==> src/rtl/cmd_ser_tx.sv <==
// Byte-serial command transmitter: 2-entry {addr,data} request FIFO feeding a packet serializer.
// Optional macro CMD_SER_TX_GAP_EN inserts one idle GAP cycle after every packet.
module cmd_ser_tx #(
    parameter int NUM_CYCLES = 6
) (
    input  logic        mclk,
    input  logic        rst,
    input  logic        we,
    input  logic [15:0] addr,
    input  logic [31:0] data,
    output logic        ready,
    output logic [7:0]  cmd_ad,
    output logic        cmd_stb,
    output logic        busy,
    output logic        ovf
);

`ifdef CMD_SER_TX_GAP_EN
    typedef enum logic [1:0] {IDLE = 2'd0, SEND = 2'd1, GAP = 2'd2} state_t;
`else
    typedef enum logic [1:0] {IDLE = 2'd0, SEND = 2'd1} state_t;
`endif

    localparam logic [2:0] LAST = 3'(NUM_CYCLES - 1);

    state_t            state_q, state_d;
    logic [2:0]        cnt_q, cnt_d;
    logic [47:0]       pkt_q, pkt_d;
    logic [1:0][47:0]  mem_q, mem_d;
    logic              wr_ptr_q, wr_ptr_d;
    logic              rd_ptr_q, rd_ptr_d;
    logic [1:0]        count_q, count_d;
    logic [7:0]        cmd_ad_q, cmd_ad_d;
    logic              cmd_stb_q, cmd_stb_d;
    logic              busy_q, busy_d;
    logic              ovf_q, ovf_d;
    logic              push, pop;
    logic [47:0]       head;

    assign ready   = (count_q != 2'd2);
    assign cmd_ad  = cmd_ad_q;
    assign cmd_stb = cmd_stb_q;
    assign busy    = busy_q;
    assign ovf     = ovf_q;
    assign head    = mem_q[rd_ptr_q];
    // Acceptance is judged by this cycle's ready; a same-cycle pop never frees room.
    assign push    = we & ready;

    // State register (all flops)
    always_ff @(posedge mclk) begin
        if (rst) begin
            state_q   <= IDLE;
            cnt_q     <= '0;
            pkt_q     <= '0;
            mem_q     <= '0;
            wr_ptr_q  <= 1'b0;
            rd_ptr_q  <= 1'b0;
            count_q   <= '0;
            cmd_ad_q  <= '0;
            cmd_stb_q <= 1'b0;
            busy_q    <= 1'b0;
            ovf_q     <= 1'b0;
        end else begin
            state_q   <= state_d;
            cnt_q     <= cnt_d;
            pkt_q     <= pkt_d;
            mem_q     <= mem_d;
            wr_ptr_q  <= wr_ptr_d;
            rd_ptr_q  <= rd_ptr_d;
            count_q   <= count_d;
            cmd_ad_q  <= cmd_ad_d;
            cmd_stb_q <= cmd_stb_d;
            busy_q    <= busy_d;
            ovf_q     <= ovf_d;
        end
    end

    // Next-state logic; pop marks the start of a packet
    always_comb begin
        state_d = state_q;
        cnt_d   = cnt_q;
        pop     = 1'b0;
        case (state_q)
            IDLE: begin
                if (count_q != 2'd0) begin
                    state_d = SEND;
                    cnt_d   = '0;
                    pop     = 1'b1;
                end
            end
            SEND: begin
                if (cnt_q == LAST) begin
`ifdef CMD_SER_TX_GAP_EN
                    state_d = GAP;
`else
                    if (count_q != 2'd0) begin
                        cnt_d = '0;
                        pop   = 1'b1;
                    end else begin
                        state_d = IDLE;
                    end
`endif
                end else begin
                    cnt_d = cnt_q + 3'd1;
                end
            end
`ifdef CMD_SER_TX_GAP_EN
            GAP: begin
                if (count_q != 2'd0) begin
                    state_d = SEND;
                    cnt_d   = '0;
                    pop     = 1'b1;
                end else begin
                    state_d = IDLE;
                end
            end
`endif
            default: state_d = IDLE;
        endcase
    end

    // Output / datapath logic
    always_comb begin
        mem_d    = mem_q;
        wr_ptr_d = wr_ptr_q;
        rd_ptr_d = rd_ptr_q;
        if (push) begin
            mem_d[wr_ptr_q] = {data, addr};
            wr_ptr_d        = ~wr_ptr_q;
        end
        if (pop) rd_ptr_d = ~rd_ptr_q;
        count_d = count_q + {1'b0, push} - {1'b0, pop};

        pkt_d     = pop ? head : pkt_q;
        cmd_stb_d = pop;
        // {data,addr} packing makes byte i simply bits [8i +: 8]
        cmd_ad_d  = (state_d == SEND) ? pkt_d[{cnt_d, 3'b000} +: 8] : 8'h00;
        busy_d    = (state_d != IDLE) || (count_d != 2'd0);
        ovf_d     = ovf_q | (we & ~ready);
    end

endmodule

==> config.mk <==
export PLATFORM = sky130hd
export DESIGN_NAME = cmd_ser_tx
export DESIGN_NICKNAME = d
export VERILOG_FILES = /design/src/rtl/cmd_ser_tx.sv
export SDC_FILE = /design/constraint.sdc
export NUM_CORES = 1
export LEC_CHECK = 0
export ABC_AREA = 1
export CORE_ASPECT_RATIO = 0.8
export CORE_MARGIN = 2
export CORE_UTILIZATION = 54
export DETAILED_ROUTE_END_ITERATION = 10
export PLACE_DENSITY = 0.76
export RECOVER_POWER = 50
export SYNTH_ARGS = -nofsm -noshare
export SYNTH_HDL_FRONTEND = slang
export SYNTH_SLANG_ARGS = --single-unit
==> constraint.sdc <==
create_clock -name mclk -period 2.8 [get_ports mclk]
set_input_delay 0.56 -clock mclk [delete_from_list [all_inputs] [get_ports mclk]]
set_output_delay 0.56 -clock mclk [all_outputs]
set_load 0.03 [all_outputs]
==> results of run 1 <==
==> routing by layer <==
layer,wire length (um),vias up,global-route usage [%]
li1,-,3288,-
met1,7970,2804,33.5
met2,6940,138,37.5
met3,710,23,5.63
met4,234,0,8.07
met5,0,-,0
==> cells in the mapped netlist, drive strengths merged <==
cell | n | area share [%]
dfxtp | 164 | 47
xnor2 | 1 | 0.12
nand2 | 276 | 15
ha | 3 | 0.54
conb | 1 | 0.053
o21ai | 142 | 10
inv | 147 | 7.9
nand3 | 52 | 3.7
nor2 | 92 | 5.3
a21oi | 93 | 6.6
clkbuf | 39 | 2.1
xor2 | 1 | 0.12
buf | 23 | 1.7
==> area by class of cell <==
cell class / count / share of cell area (%)
clock buffers: 21 / 5.64
clock inverters: 10 / 2.13
inverters: 147 / 6.61
multi-input cells: 661 / 34.7
flip-flops and latches: 164 / 39.3
well taps: 175 / 2.62
repair buffers: 77 / 8.92
==> power by group through the flow <==
stage	combinational, mW	clock [mW]	sequential (mW)
floorplan	1.97	0	3.02
global placement	2.65	0	2.98
detailed placement	2.69	0	3.00
CTS	2.73	2.57	2.95
global route	3.14	2.69	2.99
finish	2.71	2.56	2.95
==> sequential cells by signal, indices dropped and copies added, names as in the netlist <==
name / cells
mem_q: 96
pkt_q: 48
cmd_ad: 8
cnt_q: 3
count_q: 2
state_q: 2
busy: 1
cmd_stb: 1
ovf: 1
rd_ptr_q: 1
wr_ptr_q: 1
==> how the worst min path moves through the flow <==
stage / from / endpoint / slack [ns]
finish: mem_q[44] / mem_q[44] / 0.45
global placement: mem_q[46] / mem_q[46] / 0.43
CTS: mem_q[44] / mem_q[44] / 0.45
global route: mem_q[57] / mem_q[57] / 0.46
detailed placement: mem_q[47] / mem_q[47] / 0.44
floorplan: mem_q[40] / mem_q[40] / 0.42
==> through the flow <==
step	cell area, um^2	util (%)	worst slack (ns)	hold WS (ns)	power (mW)
6_report	8350	65.3	0.459	0.450	8.22
3_5_place_dp	7720	60.4	0.585	0.439	5.69
2_1_floorplan	7010	-	0.835	0.424	4.99
3_3_place_gp	7720	60.4	0.644	0.433	5.63
5_1_grt	8350	65.3	0.211	0.462	8.82
4_1_cts	8370	65.5	0.550	0.451	8.25
==> worst max-delay path: cells and delay by family, from the launching register on <==
kind            cells  cell delay [ns]
buf+inv             2             0.43
fa+ha+maj           1             0.18
compound gates      3             0.45
simple gates        6             0.82
flops               1             0.35
==> kinds of logic after synthesis <==
logic type | Yosys count | synth area share [%]
AO/OA/AOI/OAI | 235 | 16.8
XOR/XNOR | 2 | 0.250
adder cells (fa/ha/maj) | 3 | 0.535
buffers and inverters | 209 | 11.7
flip-flops | 164 | 46.8
other | 1 | 0.0535
AND/OR/NAND/NOR | 420 | 23.9
==> impl_metrics.toml, run 1 <==
[power]
vdd_drop_max_v = 0.000517
power.density_nw_per_um2 = 984
pwr-share-comb_pct = 32.9
seqPwrFrac_pct = 35.9
p_sw_mw = 2.90
p_int_mw = 5.31
switching_share_pct = 35.3
leakagePower_nw = 3.73
p_clk_share_pct = 31.2

[clock_network]
post-cts-setup-buffers = 0
clock-root-buffer = "clkbuf_16"
cts_made_buffers = 17
clock-sinks = 164
clock_latency_ns = 0.43
cts_buffer_depth = 2
cts_tree = "yes"
clk_pin_slew_worst_paths_ns = 0.06
cts_hold_buf = 0
cts_resized = 0
cts_max_level = 4

[route]
num_vias = 6253
dr.pass1.iters = 5
antenna_left = 0
drcViolationCount = 0
wire_per_inst_um = 12.6
viasPerCell = 4.98
wirelength_um = 15800
drt_iter0_markers = 487

[synthesis]
synth_fp_nets = 1088
ys_ff_latch = 164
ys_types = 22
synth_area_per_cell_um2 = 6.78
ys_warn_count = 0
seq_area_frac_synth_pct = 46.8
netlist_instances = 1034
syn_area_um2 = 7010

[global_route]
grt_pass1_vias = 5787
grt_pass1_wl_um = 27300
grt_overflow = 0
grt.total_usage_pct = 24.2
antenna_found_initial = 0
grt_max_degree = 64

[run_status]
status = "finished clean"

[place]
post-dp-hpwl_um = 10300
gp_congestion = 0.860
port_buffers = 62
dp.cells = 1224

[setup_path]
critical_path.endpoint = "cmd_ad[5]"
rr_startpoint = "cnt_q[1]"
r2r_cells = 12
path_common_cell = "nand2_1"
path_cells = "inv_1, ha_1, nand2_1, nand2_1, nand2_2, buf_4, nand2_1, o21ai_0, nand2_1, o21ai_1, nand2_1, a21oi_1"
crit_slowest_cell = "buf_4"
critPathLaunchType = "flip-flop"
r2r_slack_ns = 0.46
crit_required_ns = 3.16
arrival_ns = 2.70
crit_fanout = 45
cpPeakStageDelay_ns = 0.37
crit_path_start = "cnt_q[1]"
endpoint_kind = "flip-flop"
rr_endpoint = "cmd_ad[5]"
critPathKind = "flip-flop to flip-flop"

[sta]
final-setup-viol-count = 0
max_freq_ghz = 0.427
rsz0062_at_grt = "no"
fin_skew_ns = 0.00562
tightest_slew_ns = 1.11
slew_headroom_pct = 26.2
finalHoldViolCount = 0
tns_ns = 0
finalMaxSlewViolations = 0
period_minus_slack_ns = 2.34
timing.final.crit_share_pct = 83.6

[floorplanning]
std_cell_rows = 37
dieArea_um2 = 13900
die_w_um = 131
core_area_um2 = 12800
start_util_pct = 54.9
ios = 63
dieHeight_um = 106

[cells_and_area]
synthToLayoutAreaGrowth_pct = 19.0
drive_gt1_share_pct = 4.91
multi_input_area_um2 = 2900
diodes = 0
final_nets = 1122
final-seq-area_um2 = 3280
final_cells = 1255
fillers = 1142
layout_common_cells = "274 x nand2_1, 164 x dfxtp_1, 143 x inv_1, 123 x o21ai_0, 93 x a21oi_1"
final_common_cell = "nand2_1"

[hold_path]
whs_path_depth = 2
hold_path.class = "flip-flop to flip-flop"

[run]
drv_cap = 0
No activity file was read; power rests on OpenSTA's default activity.
==> run 2: changes to the inputs <==
--- a/config.mk
+++ b/config.mk
@@ -8,7 +8,7 @@
 export ABC_AREA = 1
 export CORE_ASPECT_RATIO = 0.8
 export CORE_MARGIN = 2
-export CORE_UTILIZATION = 54
+export CORE_UTILIZATION = 52
 export DETAILED_ROUTE_END_ITERATION = 10
 export PLACE_DENSITY = 0.76
 export RECOVER_POWER = 50
==> constraint.sdc (replaced) <==
create_clock -name mclk -period 2 [get_ports mclk]
set_input_delay 0.4 -clock mclk [delete_from_list [all_inputs] [get_ports mclk]]
set_output_delay 0.4 -clock mclk [all_outputs]
set_load 0.03 [all_outputs]
==> run 2 against run 1 <==
- register-to-register slack got worse by 0.33 ns
- power rose by 40%
- core utilization barely moved
- hold slack got worse by 0.21 ns
- critical path type is now flip-flop to primary output
- critical endpoint is now cmd_ad[6]
- largest cell class unchanged
- largest power group unchanged
- highest routed layer unchanged
==> impl_metrics.toml, run 2 (synthesized netlist as in run 1, its figures left out) <==
[run_status]
status = "finished clean"

[cells_and_area]
layout_common_cells = "271 x nand2_1, 164 x dfxtp_1, 143 x inv_1, 126 x o21ai_0, 93 x a21oi_1"
final_cells = 1267
fin_util_pct = 65.3
largest_reg_flops = 96
diodes = 0
drive_gt1_share_pct = 6.41
final_nets = 1133
fillers = 1125
final_common_cell = "nand2_1"
registers.top_by_ff_count = "mem_q"
fin_area_um2 = 8500
synthToLayoutAreaGrowth_pct = 21.2

[place]
gp_congestion = 0.894
place_ws_ns = 0.00906
post-dp-hpwl_um = 10400
port_buffers = 62
place_area_um2 = 7850
dp.cells = 1233

[global_route]
grt_pass1_wl_um = 26800
grt_max_degree = 56
antenna_found_initial = 0
grt_pass1_vias = 5583
grt.total_usage_pct = 23.1
grt_overflow = 0

[floorplanning]
dieArea_um2 = 14400
std_cell_rows = 37
start_util_pct = 53.9
core_area_um2 = 13000
die_w_um = 134
ios = 63
dieHeight_um = 108

[setup_path]
path_delay_family = "buffers and inverters"
cpPeakStageDelay_ns = 0.69
rr_startpoint = "cnt_q[1]"
path_cells = "clkdlybuf4s50_1"
worst-path-buf-inv = 1
crit_slowest_cell = "clkdlybuf4s50_1"
arrival_ns = 1.48
r2r_cells = 12
crit_fanout = 1
endpoint_kind = "primary output"
crit_required_ns = 1.60
rr_endpoint = "cmd_ad[6]"
r2r_slack_ns = 0.13
critPathLaunchType = "flip-flop"
critPathKind = "flip-flop to primary output"

[clock_network]
cts_max_level = 4
clk_pin_slew_worst_paths_ns = 0.06
cts_buffer_depth = 2
cts_made_buffers = 17
clock-sinks = 164
clock-root-buffer = "clkbuf_16"
clock_latency_ns = 0.42
cts_tree = "yes"

[route]
viasPerCell = 4.95
wirelength_um = 15900
dr.pass1.iters = 5
num_vias = 6269
wire_per_inst_um = 12.5
drt_iter0_markers = 577
antenna_left = 0
drcViolationCount = 0

[sta]
period_minus_slack_ns = 1.88
final-setup-viol-count = 0
timing.final.crit_share_pct = 94.1
fin_hold_ws_ns = 0.241
tns_ns = 0
finalHoldViolCount = 0
rsz0062_at_grt = "no"
finalWorstSetupSlack_ns = 0.119
fin_skew_ns = 0.0108
finalMaxSlewViolations = 0
max_freq_ghz = 0.532

[hold_path]
min_to = "state_q[0]"
hold_path.class = "input pin to flip-flop"
whs_path_depth = 2
min-delay-start = "rst"

[power]
leakagePower_nw = 3.79
vdd_drop_max_v = 0.000835
power_mw = 11.5
power.density_nw_per_um2 = 1350

[run]
drv_cap = 0
==> run 2: how the worst max path moves through the flow <==
stage	endpoint	startpoint	cells past startpoint	slack, ns
finish	cmd_ad[6]	cmd_ad[6]	1	0.12
CTS	cmd_ad[5]	count_q[1]	9	0.04
detailed placement	busy	we	9	0.009
global placement	busy	we	9	0.05
floorplan	busy	cnt_q[1]	13	0.03
global route	busy	cnt_q[1]	12	0.005
==> run 2: repair_timing <==
item                       CTS  global route
pin swaps                    0             2
setup endpoints to repair    1            10
resized for setup            1            16
buffers inserted             0             1
hold buffers                 0             0
cloned                       0             1
==> run 2: routing by layer <==
layer / part of all wire [%] / routed length (um) / GRT usage (%) / vias up
met1: 50 / 8000 / 34.2 / 2757
met2: 42 / 6610 / 34.0 / 180
met4: 1.4 / 226 / 6.69 / 0
met3: 6.6 / 1050 / 4.61 / 23
li1: - / - / - / 3309
met5: 0 / 0 / 0 / -
==> run 2: final cells by class <==
cell class                      instances  area (um^2)  share of cell area, %
Multi-Input combinational cell        661         2940                   34.6
Clock buffer                           20          457                   5.37
Sequential cell                       164         3280                   38.6
Inverter                              147          554                   6.52
Tap cell                              175          219                   2.58
Clock inverter                         12          146                   1.72
Timing Repair Buffer                   88          896                   10.5
==> run 2: report_power, final <==
part | internal, mW | total [mW] | leakage (nW) | switching [mW]
sequential | 3.92 | 4.13 | 1.35 | 0.210
clock | 1.93 | 3.30 | 0.286 | 1.37
combinational | 1.40 | 4.05 | 2.16 | 2.65
==> run 3: changes to the inputs <==
--- a/config.mk
+++ b/config.mk
@@ -7,7 +7,7 @@
 export LEC_CHECK = 0
 export ABC_AREA = 1
 export CORE_ASPECT_RATIO = 0.8
-export CORE_MARGIN = 2
+export CORE_MARGIN = 1.5
 export CORE_UTILIZATION = 52
 export DETAILED_ROUTE_END_ITERATION = 10
 export PLACE_DENSITY = 0.76
==> run 3 against run 2 <==
- power grew 3.8%
- clock skew fell by 0.0018 ns
- sequential power is essentially flat
- first-iteration DRC count shrank 6.1%
- register-to-register slack hardly changed
- sequential share of layout area down 0.29 points
- final area up 0.77%
- critical path depth increased by 11
- die area down 1.7%
- routed wire length increased by 1.7%
==> impl_metrics.toml, run 3 (synthesized netlist as in run 1, its figures left out) <==
[route]
viasPerCell = 5.03
wirelength_um = 16200
wire_per_inst_um = 12.8
dr.pass1.iters = 5
num_vias = 6363
antenna_left = 0
drt_iter0_markers = 542
drcViolationCount = 0

[global_route]
grt_pass1_vias = 5713
antenna_found_initial = 0
grt_max_degree = 56
grt_pass1_wl_um = 27100
grt_overflow = 0
grt.total_usage_pct = 23.9

[clock_network]
clock-root-buffer = "clkbuf_16"
clock_latency_ns = 0.43
cts_buffer_depth = 2
post-cts-setup-buffers = 0
clock-sinks = 164
cts_max_level = 4
cts_tree = "yes"
clk_pin_slew_worst_paths_ns = 0.06
cts_made_buffers = 17
cts_hold_buf = 0

[setup_path]
arrival_ns = 2.22
worst-path-buf-inv = 3
critPathLaunchType = "flip-flop"
crit_path_start = "cnt_q[1]"
cpPeakStageDelay_ns = 0.35
rr_startpoint = "cnt_q[1]"
critPathKind = "flip-flop to flip-flop"
path_cells = "inv_1, ha_1, nand2_2, inv_1, nand3_1, nand2_1, nand2_2, clkbuf_1, nand3_1, nand2_1, nand2_1, a21oi_1"
crit_fanout = 9
endpoint_kind = "flip-flop"
path_delay_family = "simple AND/OR/NAND/NOR gates"
path_common_cell = "nand2_1"
crit_slowest_cell = "dfxtp_1"
crit_required_ns = 2.34

[floorplanning]
ios = 63
start_util_pct = 53.9
core_area_um2 = 13000
dieHeight_um = 107
std_cell_rows = 37
die_w_um = 133
dieArea_um2 = 14200

[power]
power_mw = 11.9
vdd_drop_max_v = 0.000714
leakagePower_nw = 3.83
power.density_nw_per_um2 = 1390

[sta]
rsz0062_at_grt = "no"
finalMaxSlewViolations = 0
timing.final.crit_share_pct = 93.9
max_freq_ghz = 0.532
finalWorstSetupSlack_ns = 0.122
fin_skew_ns = 0.00894
period_minus_slack_ns = 1.88
finalHoldViolCount = 0
tightest_slew_ns = 0.497
slew_headroom_pct = 66.5
final-setup-viol-count = 0
tns_ns = 0

[cells_and_area]
registers.top_by_ff_count = "mem_q"
final_cells = 1265
diodes = 0
fillers = 1120
layout_common_cells = "271 x nand2_1, 164 x dfxtp_1, 142 x inv_1, 124 x o21ai_0, 93 x a21oi_1"
final_nets = 1132
largest_reg_flops = 96
fin_util_pct = 65.8
synthToLayoutAreaGrowth_pct = 22.1
final_common_cell = "nand2_1"
drive_gt1_share_pct = 6.33

[place]
place_ws_ns = 0.00844
dp.cells = 1233
port_buffers = 62
post-dp-hpwl_um = 10500
gp_congestion = 0.914

[hold_path]
hold_path.class = "input pin to flip-flop"
min-delay-start = "rst"

[run_status]
status = "finished clean"

[run]
drv_cap = 0
==> run 3: cell types whose count changed in the layout (fill, tap and decap cells not counted), sizes merged <==
cell,change
clkbuf,-2
clkinvlp,-1
inv,-3
bufinv,+4
==> run 3: path summary, 6_finish.rpt <==
| check | slack, ns | cells past startpoint | to |
|---|---|---|---|
| worst max register to register | 0.12 | 12 | cmd_ad[3] |
| worst min-delay path | 0.22 | 2 | state_q[0] |
| worst min register to register | 0.45 | 2 | mem_q[47] |
| worst max-delay path | 0.12 | 12 | cmd_ad[3] |
==> run 3: power breakdown <==
part / internal (mW) / leakage [nW] / total [mW] / switching, mW
registers: 3.92 / 1.35 / 4.13 / 0.206
clock network: 2.41 / 0.326 / 3.73 / 1.33
logic: 1.41 / 2.16 / 4.07 / 2.66
==> run 3: repair_timing <==
action | CTS | global route
resized for setup | 1 | 8
gates cloned | 0 | 1
endpoints found under the setup margin | 1 | 9
==> run 3: through the flow <==
step / hold slack, ns / cell area (um^2)
final: 0.223 / 8560
after global routing: 0.224 / 8560
after CTS: 0.214 / 8540
after detailed placement: 0.438 / 7860
after global placement: 0.434 / 7860
after floorplan: 0.424 / 7010
==> run 3: cell type report <==
type	instances	area (um^2)	area share, %
sequential	164	3280	38.3
multi-input combinational	661	2930	34.2
timing repair buffer	87	903	10.5
inverter	147	554	6.47
clock buffer	19	453	5.29
clock inverter	12	226	2.64
tap	175	219	2.56
==> run 3: routing by layer <==
metal	global-route usage, %	share of wire [%]
met5	0	0
met4	7.22	1.4
met3	4.78	5.0
met2	36.7	44
met1	33.9	50
